<file path="config.mk">
export PLATFORM = sky130hd
export DESIGN_NAME = trigger_bank
export DESIGN_NICKNAME = d
export VERILOG_FILES = /design/src/rtl/trigger_bank.sv
export SDC_FILE = /design/constraint.sdc
export NUM_CORES = 1
export LEC_CHECK = 0
export BUFFER_PORTS_ARGS = -buffer_cell sky130_fd_sc_hd__buf_4
export CAP_MARGIN = 30
export CORE_MARGIN = 1.5
export CORE_UTILIZATION = 50
export DETAILED_ROUTE_END_ITERATION = 6
export PLACE_DENSITY = 0.74
export SYNTH_ARGS = -nofsm -noshare
export SYNTH_HDL_FRONTEND = slang
export SYNTH_SLANG_ARGS = --single-unit
</file>
<file path="constraint.sdc">
create_clock -name i_clk -period 4.7 [get_ports i_clk]
set_input_delay 0.705 -clock i_clk [delete_from_list [all_inputs] [get_ports i_clk]]
set_output_delay 0.705 -clock i_clk [all_outputs]
set_load 0.01 [all_outputs]
</file>
<file path="src/rtl/trigger_bank.sv">
// Bank of NCH gated AC/DC power triggers with pulse qualification and DC arbitration.
// Optional complement input is enabled by defining TRIGGER_BANK_COMP_EN.
module trigger_bank #(
    parameter int unsigned    NCH       = 4,
    parameter int unsigned    FILT      = 0,
    parameter int unsigned    DC_TIE    = 0,
    parameter logic [NCH-1:0] RESET_VAL = '0
) (
    input  logic           i_clk,
    input  logic           i_reset_n,
    input  logic [NCH-1:0] i_set_gate,
    input  logic [NCH-1:0] i_ac_set,
    input  logic [NCH-1:0] i_dc_set,
    input  logic [NCH-1:0] i_reset_gate,
    input  logic [NCH-1:0] i_ac_reset,
    input  logic [NCH-1:0] i_dc_reset,
    input  logic [NCH-1:0] i_ac_comp,
    output logic [NCH-1:0] o_out,
    output logic [NCH-1:0] o_nout,
    output logic [NCH-1:0] o_changed
);

    localparam int unsigned       CW      = 5;
    localparam logic [CW-1:0]     CNT_HIT = CW'(FILT);
    localparam logic [CW-1:0]     CNT_SAT = CW'(FILT + 1);

`ifdef TRIGGER_BANK_COMP_EN
    localparam int unsigned NQ = 3;
`else
    localparam int unsigned NQ = 2;
`endif

    logic [NQ*NCH-1:0] ac_flat;
    logic [NQ*NCH-1:0] q_flat;
    logic [NCH-1:0]    q_set;
    logic [NCH-1:0]    q_reset;
    logic [NCH-1:0]    q_comp;

    logic [NCH-1:0]    state_q;
    logic [NCH-1:0]    state_d;
    logic [NCH-1:0]    changed_q;
    logic [NCH-1:0]    dcs_low_prev_q;
    logic [NCH-1:0]    dcr_low_prev_q;
    logic [NCH-1:0]    own_set_q;
    logic [NCH-1:0]    own_set_d;
    logic [NCH-1:0]    dc_hold_q;

`ifdef TRIGGER_BANK_COMP_EN
    assign ac_flat = {i_ac_comp, i_ac_reset, i_ac_set};
    assign q_comp  = q_flat[2*NCH +: NCH];
`else
    logic unused_ac_comp;
    assign unused_ac_comp = ^i_ac_comp;
    assign ac_flat        = {i_ac_reset, i_ac_set};
    assign q_comp         = '0;
`endif

    assign q_set   = q_flat[0 +: NCH];
    assign q_reset = q_flat[NCH +: NCH];

    // Pulse qualifier: an input must be seen low after reset (armed) before it can fire.
    for (genvar k = 0; k < NQ; k++) begin : g_qual
        for (genvar i = 0; i < NCH; i++) begin : g_ch
            logic [CW-1:0] cnt_q;
            logic          armed_q;
            logic          in_s;

            assign in_s = ac_flat[k*NCH + i];

            always_ff @(posedge i_clk or negedge i_reset_n) begin
                if (!i_reset_n) begin
                    cnt_q   <= '0;
                    armed_q <= 1'b0;
                end else if (!in_s) begin
                    cnt_q   <= '0;
                    armed_q <= 1'b1;
                end else if (armed_q && (cnt_q != CNT_SAT)) begin
                    cnt_q <= cnt_q + CW'(1);
                end
            end

            assign q_flat[k*NCH + i] = in_s & armed_q & (cnt_q == CNT_HIT);
        end
    end

    // Next state: DC levels with last-fall-wins ownership, else AC rule.
    always_comb begin
        logic sl;
        logic rl;
        logic fs;
        logic fr;
        logic win;
        state_d   = state_q;
        own_set_d = own_set_q;
        sl        = 1'b0;
        rl        = 1'b0;
        fs        = 1'b0;
        fr        = 1'b0;
        win       = 1'b0;
        for (int i = 0; i < int'(NCH); i++) begin
            sl  = ~i_dc_set[i];
            rl  = ~i_dc_reset[i];
            fs  = sl & ~dcs_low_prev_q[i];
            fr  = rl & ~dcr_low_prev_q[i];
            win = own_set_q[i];
            if (sl || rl) begin
                if (sl && rl) begin
                    if (fs && fr) begin
                        win = (DC_TIE != 0);
                    end else if (fs) begin
                        win = 1'b1;
                    end else if (fr) begin
                        win = 1'b0;
                    end
                end else begin
                    win = sl;
                end
                own_set_d[i] = win;
                state_d[i]   = win;
            end else if (!dc_hold_q[i]) begin
                if (q_comp[i]) begin
                    state_d[i] = ~state_q[i];
                end else if (state_q[i]) begin
                    state_d[i] = ~(i_reset_gate[i] & q_reset[i]);
                end else begin
                    state_d[i] = i_set_gate[i] & q_set[i];
                end
            end
        end
    end

    // Low flags reset to "high" so a DC input low at release counts as a first-cycle fall.
    always_ff @(posedge i_clk or negedge i_reset_n) begin
        if (!i_reset_n) begin
            state_q        <= RESET_VAL;
            changed_q      <= '0;
            dcs_low_prev_q <= '0;
            dcr_low_prev_q <= '0;
            own_set_q      <= '0;
            dc_hold_q      <= '0;
        end else begin
            state_q        <= state_d;
            changed_q      <= state_d ^ state_q;
            dcs_low_prev_q <= ~i_dc_set;
            dcr_low_prev_q <= ~i_dc_reset;
            own_set_q      <= own_set_d;
            dc_hold_q      <= ~i_dc_set | ~i_dc_reset;
        end
    end

    assign o_out     = state_q;
    assign o_nout    = ~state_q;
    assign o_changed = changed_q;

endmodule

</file>
==> impl_metrics.yaml <==
outcome:
  status: "finished, final reports clean"
sta:
  finalSetupViolations: 0
  finalMaxSlewViolations: 0
  finalHoldViolCount: 0
  worst_slack_ns: 3.00
  min_period_over_period: 0.362
  clock.fmax_mhz: 588
  slew_headroom: 0.410
  whs_ns: 0.466
  setup_tns_ns: 0
  min_period_ns: 1.70
  rsz0062_at_grt: "no"
  worst_pin_slew_ns: 0.886
  skew_ns: 0.00880
final_layout:
  multi_input_area_um2: 1600
  fill_cells: 575
  layout-drive-gt1-share: 0.158
  nNetsFinal: 434
  seq_area_um2: 1800
  layout.cells.non_filler: 481
  final_area_um2: 4220
  diodes: 0
  area_growth_pct: 18.7
setup_path:
  crit_start: "o_out[1]"
  endpoint_kind: "output port"
  worstPathArrival_ns: 1.00
  startpoint_type: "flop"
  rr_startpoint: "g_qual[1].g_ch[2].cnt_q[2]"
  crit_fanout: 4
  crit_type: "flop to output port"
  cp.required_ns: 3.99
pwr:
  intPower_uw: 1340
  power.switching_uw: 545
  switching_share: 0.289
  irDropWorstVdd_uv: 209
  pwr-share-comb: 0.236
  p_per_area_nw_per_um2: 447
  p_clk_frac: 0.343
  pwr-share-seq: 0.421
  p_leak_uw: 0.00199
logic_synthesis:
  synth_mux_area_frac: 0.0113
  ys_types: 28
  yosys_warnings: 0
  yosysSeqAreaShare: 0.507
  synth_most_common_cell: "dfrtp_1"
  yosys-top-cells-area: "dfrtp_1, ha_1, xnor2_1"
  synth_edf_count: 0
  avgSynthCellArea_um2: 10.7
  syn-num-nets: 386
  synthArstFlopShare: 1.00
  synth-simple-area-share: 0.192
  synth_compound_area_frac: 0.0943
  synth_largest_area_cell: "dfrtp_1"
  synth_common_cells: "dfrtp_1, inv_1, xnor2_1"
  ys.flop_type: "dfrtp_1"
  synth_xor_xnor_area_share: 0.0690
  synth_seq_cells: 72
  syn_area_um2: 3560
  synth.top_cell.area_share: 0.507
  syn_inst: 332
  synthAdderAreaFrac: 0.0844
  synth_top_family_by_area: "simple AND/OR/NAND/NOR gates"
clocking:
  cts_hold_buf: 0
  cts_resized: 0
  cts.sinks: 72
  clk_latency_ns: 0.34
  cts_inserted_buffers: 9
  clock-root-buffer: "clkbuf_8"
  htreeDepth: 3
  clkTransAtPathRegs_ns: 0.07
  cts_tree: "yes"
  clk_path_buf_depth: 2
  cts_setup_buffers: 0
route:
  routed-via-count: 2452
  postRouteWirelength_um: 5920
  viasPerCell: 5.10
  wire_per_inst_um: 12.3
  drc: 0
  drt-pass1-iter-count: 4
  ant_nets: 0
  dr.first_iter.drc_count: 128
global_routing:
  grt_overflow_total: 0
  grt_usage: 0.177
  grt_pass1_wl_um: 10600
  grt_pass1_vias: 2504
  antenna_found_initial: 0
  grt_max_degree: 73
floorplan:
  dieArea_um2: 7630
  core-area_um2: 6830
  initial_core_util: 0.521
  io_pins: 42
  rows: 30
  die_w_um: 87.3
  chipHeight_um: 87.3
flow_run:
  drv_cap: 0
place:
  pre_cts_slack_ns: 3.01
  dp.cells: 465
  placed_area_um2: 3950
  post-dp-hpwl_um: 4180
  portBuffers: 37
  gp_congestion: 0.789
min_path:
  hold_path_class: "primary input to async pin"
==> power groups by stage <==
stage | registers [uW] | logic, uW | clock network, uW
4_1_cts | 795 | 455 | 659
5_1_grt | 809 | 525 | 688
3_3_place_gp | 804 | 435 | 0
2_1_floorplan | 792 | 331 | 0
3_5_place_dp | 806 | 451 | 0
6_report | 794 | 446 | 648
==> state kept, by name (all words and copies together) (netlist names) <==
| signal | count |
|---|---|
| g_qual.g_ch.armed_q | 8 |
| o_changed | 4 |
| g_qual.g_ch.cnt_q | 40 |
| dcr_low_prev_q | 4 |
| dc_hold_q | 4 |
| dcs_low_prev_q | 4 |
| own_set_q | 4 |
| o_out | 4 |
==> cell usage in the layout, fill, tap and decap left out <==
| master | synthesis | routed |
|---|---|---|
| inv_1 | 40 | 40 |
| o21ai_0 | 4 | 4 |
| and2_1 | 24 | 24 |
| a211o_1 | 5 | 5 |
| ha_1 | 24 | 24 |
| nor4b_1 | 1 | 1 |
| mux2i_1 | 4 | 4 |
| nand2b_1 | 8 | 8 |
| o21ai_1 | 5 | 5 |
| xor2_1 | 3 | 3 |
| clkinv_2 | 0 | 2 |
| nand4b_1 | 1 | 1 |
| nand3_1 | 13 | 13 |
| o41ai_2 | 7 | 7 |
| buf_4 | 0 | 37 |
| nor3_1 | 1 | 1 |
| nor4bb_1 | 2 | 2 |
| and3_1 | 2 | 2 |
| and4b_1 | 2 | 2 |
| dfrtp_1 | 72 | 72 |
| xnor2_1 | 25 | 25 |
| a211oi_1 | 5 | 5 |
| nor2b_1 | 7 | 7 |
| nand2_1 | 21 | 21 |
| o211ai_1 | 10 | 10 |
| clkbuf_8 | 0 | 10 |
| bufinv_16 | 0 | 4 |
| nor2_1 | 19 | 19 |
| or3_4 | 1 | 1 |
| a21oi_1 | 4 | 4 |
| or3_1 | 5 | 5 |
| nand4_1 | 17 | 17 |
==> critical path, stage by stage, from the launching register on <==
cell	delay, ns
dfrtp_1	0.41
inv_1	0.11
buf_4	0.13
==> path summary, 6_finish.rpt <==
| check | end | slack (ns) | cells past startpoint |
|---|---|---|---|
| max | o_nout[1] | 3.00 | 2 |
| min | g_qual[1].g_ch[2].cnt_q[0] | 0.47 | 1 |
| max reg2reg | o_out[2] | 3.06 | 4 |
| min reg2reg | own_set_q[2] | 0.48 | 2 |
| max in group asynchronous | g_qual[0].g_ch[0].cnt_q[1] | 3.64 | 1 |
| min in group i_clk | own_set_q[2] | 0.48 | 2 |
==> stage by stage <==
stage          total power (uW)  utilization
2_1_floorplan              1120            -
3_3_place_gp               1240        0.579
3_5_place_dp               1260        0.579
4_1_cts                    1910        0.618
5_1_grt                    2020        0.618
6_report                   1890        0.618
==> routing by layer <==
metal  track usage  wire (um)  vias to the layer above
met5             0          0                        -
met4        0.0924        143                        0
met3        0.0313        164                       12
met2         0.284       2760                       34
met1         0.231       2850                     1189
li1              -          -                     1217
==> kinds of logic after synthesis <==
kind of cell	after synthesis
adders and majority gates	24
AOI/OAI and AO/OA	40
muxes	4
buffers and inverters	40
xor gates and xnor gates	28
DFF	72
and+or+nand+nor	124
==> layout make-up <==
| cell class | instances | area share |
|---|---|---|
| Clock buffer | 10 | 0.0326 |
| Clock inverter | 6 | 0.0308 |
| Inverter | 40 | 0.0356 |
| Multi-Input combinational cell | 220 | 0.380 |
| Sequential cell | 72 | 0.427 |
| Tap cell | 96 | 0.0285 |
| Timing Repair Buffer | 37 | 0.0658 |
(Power assumes the default switching activity.)
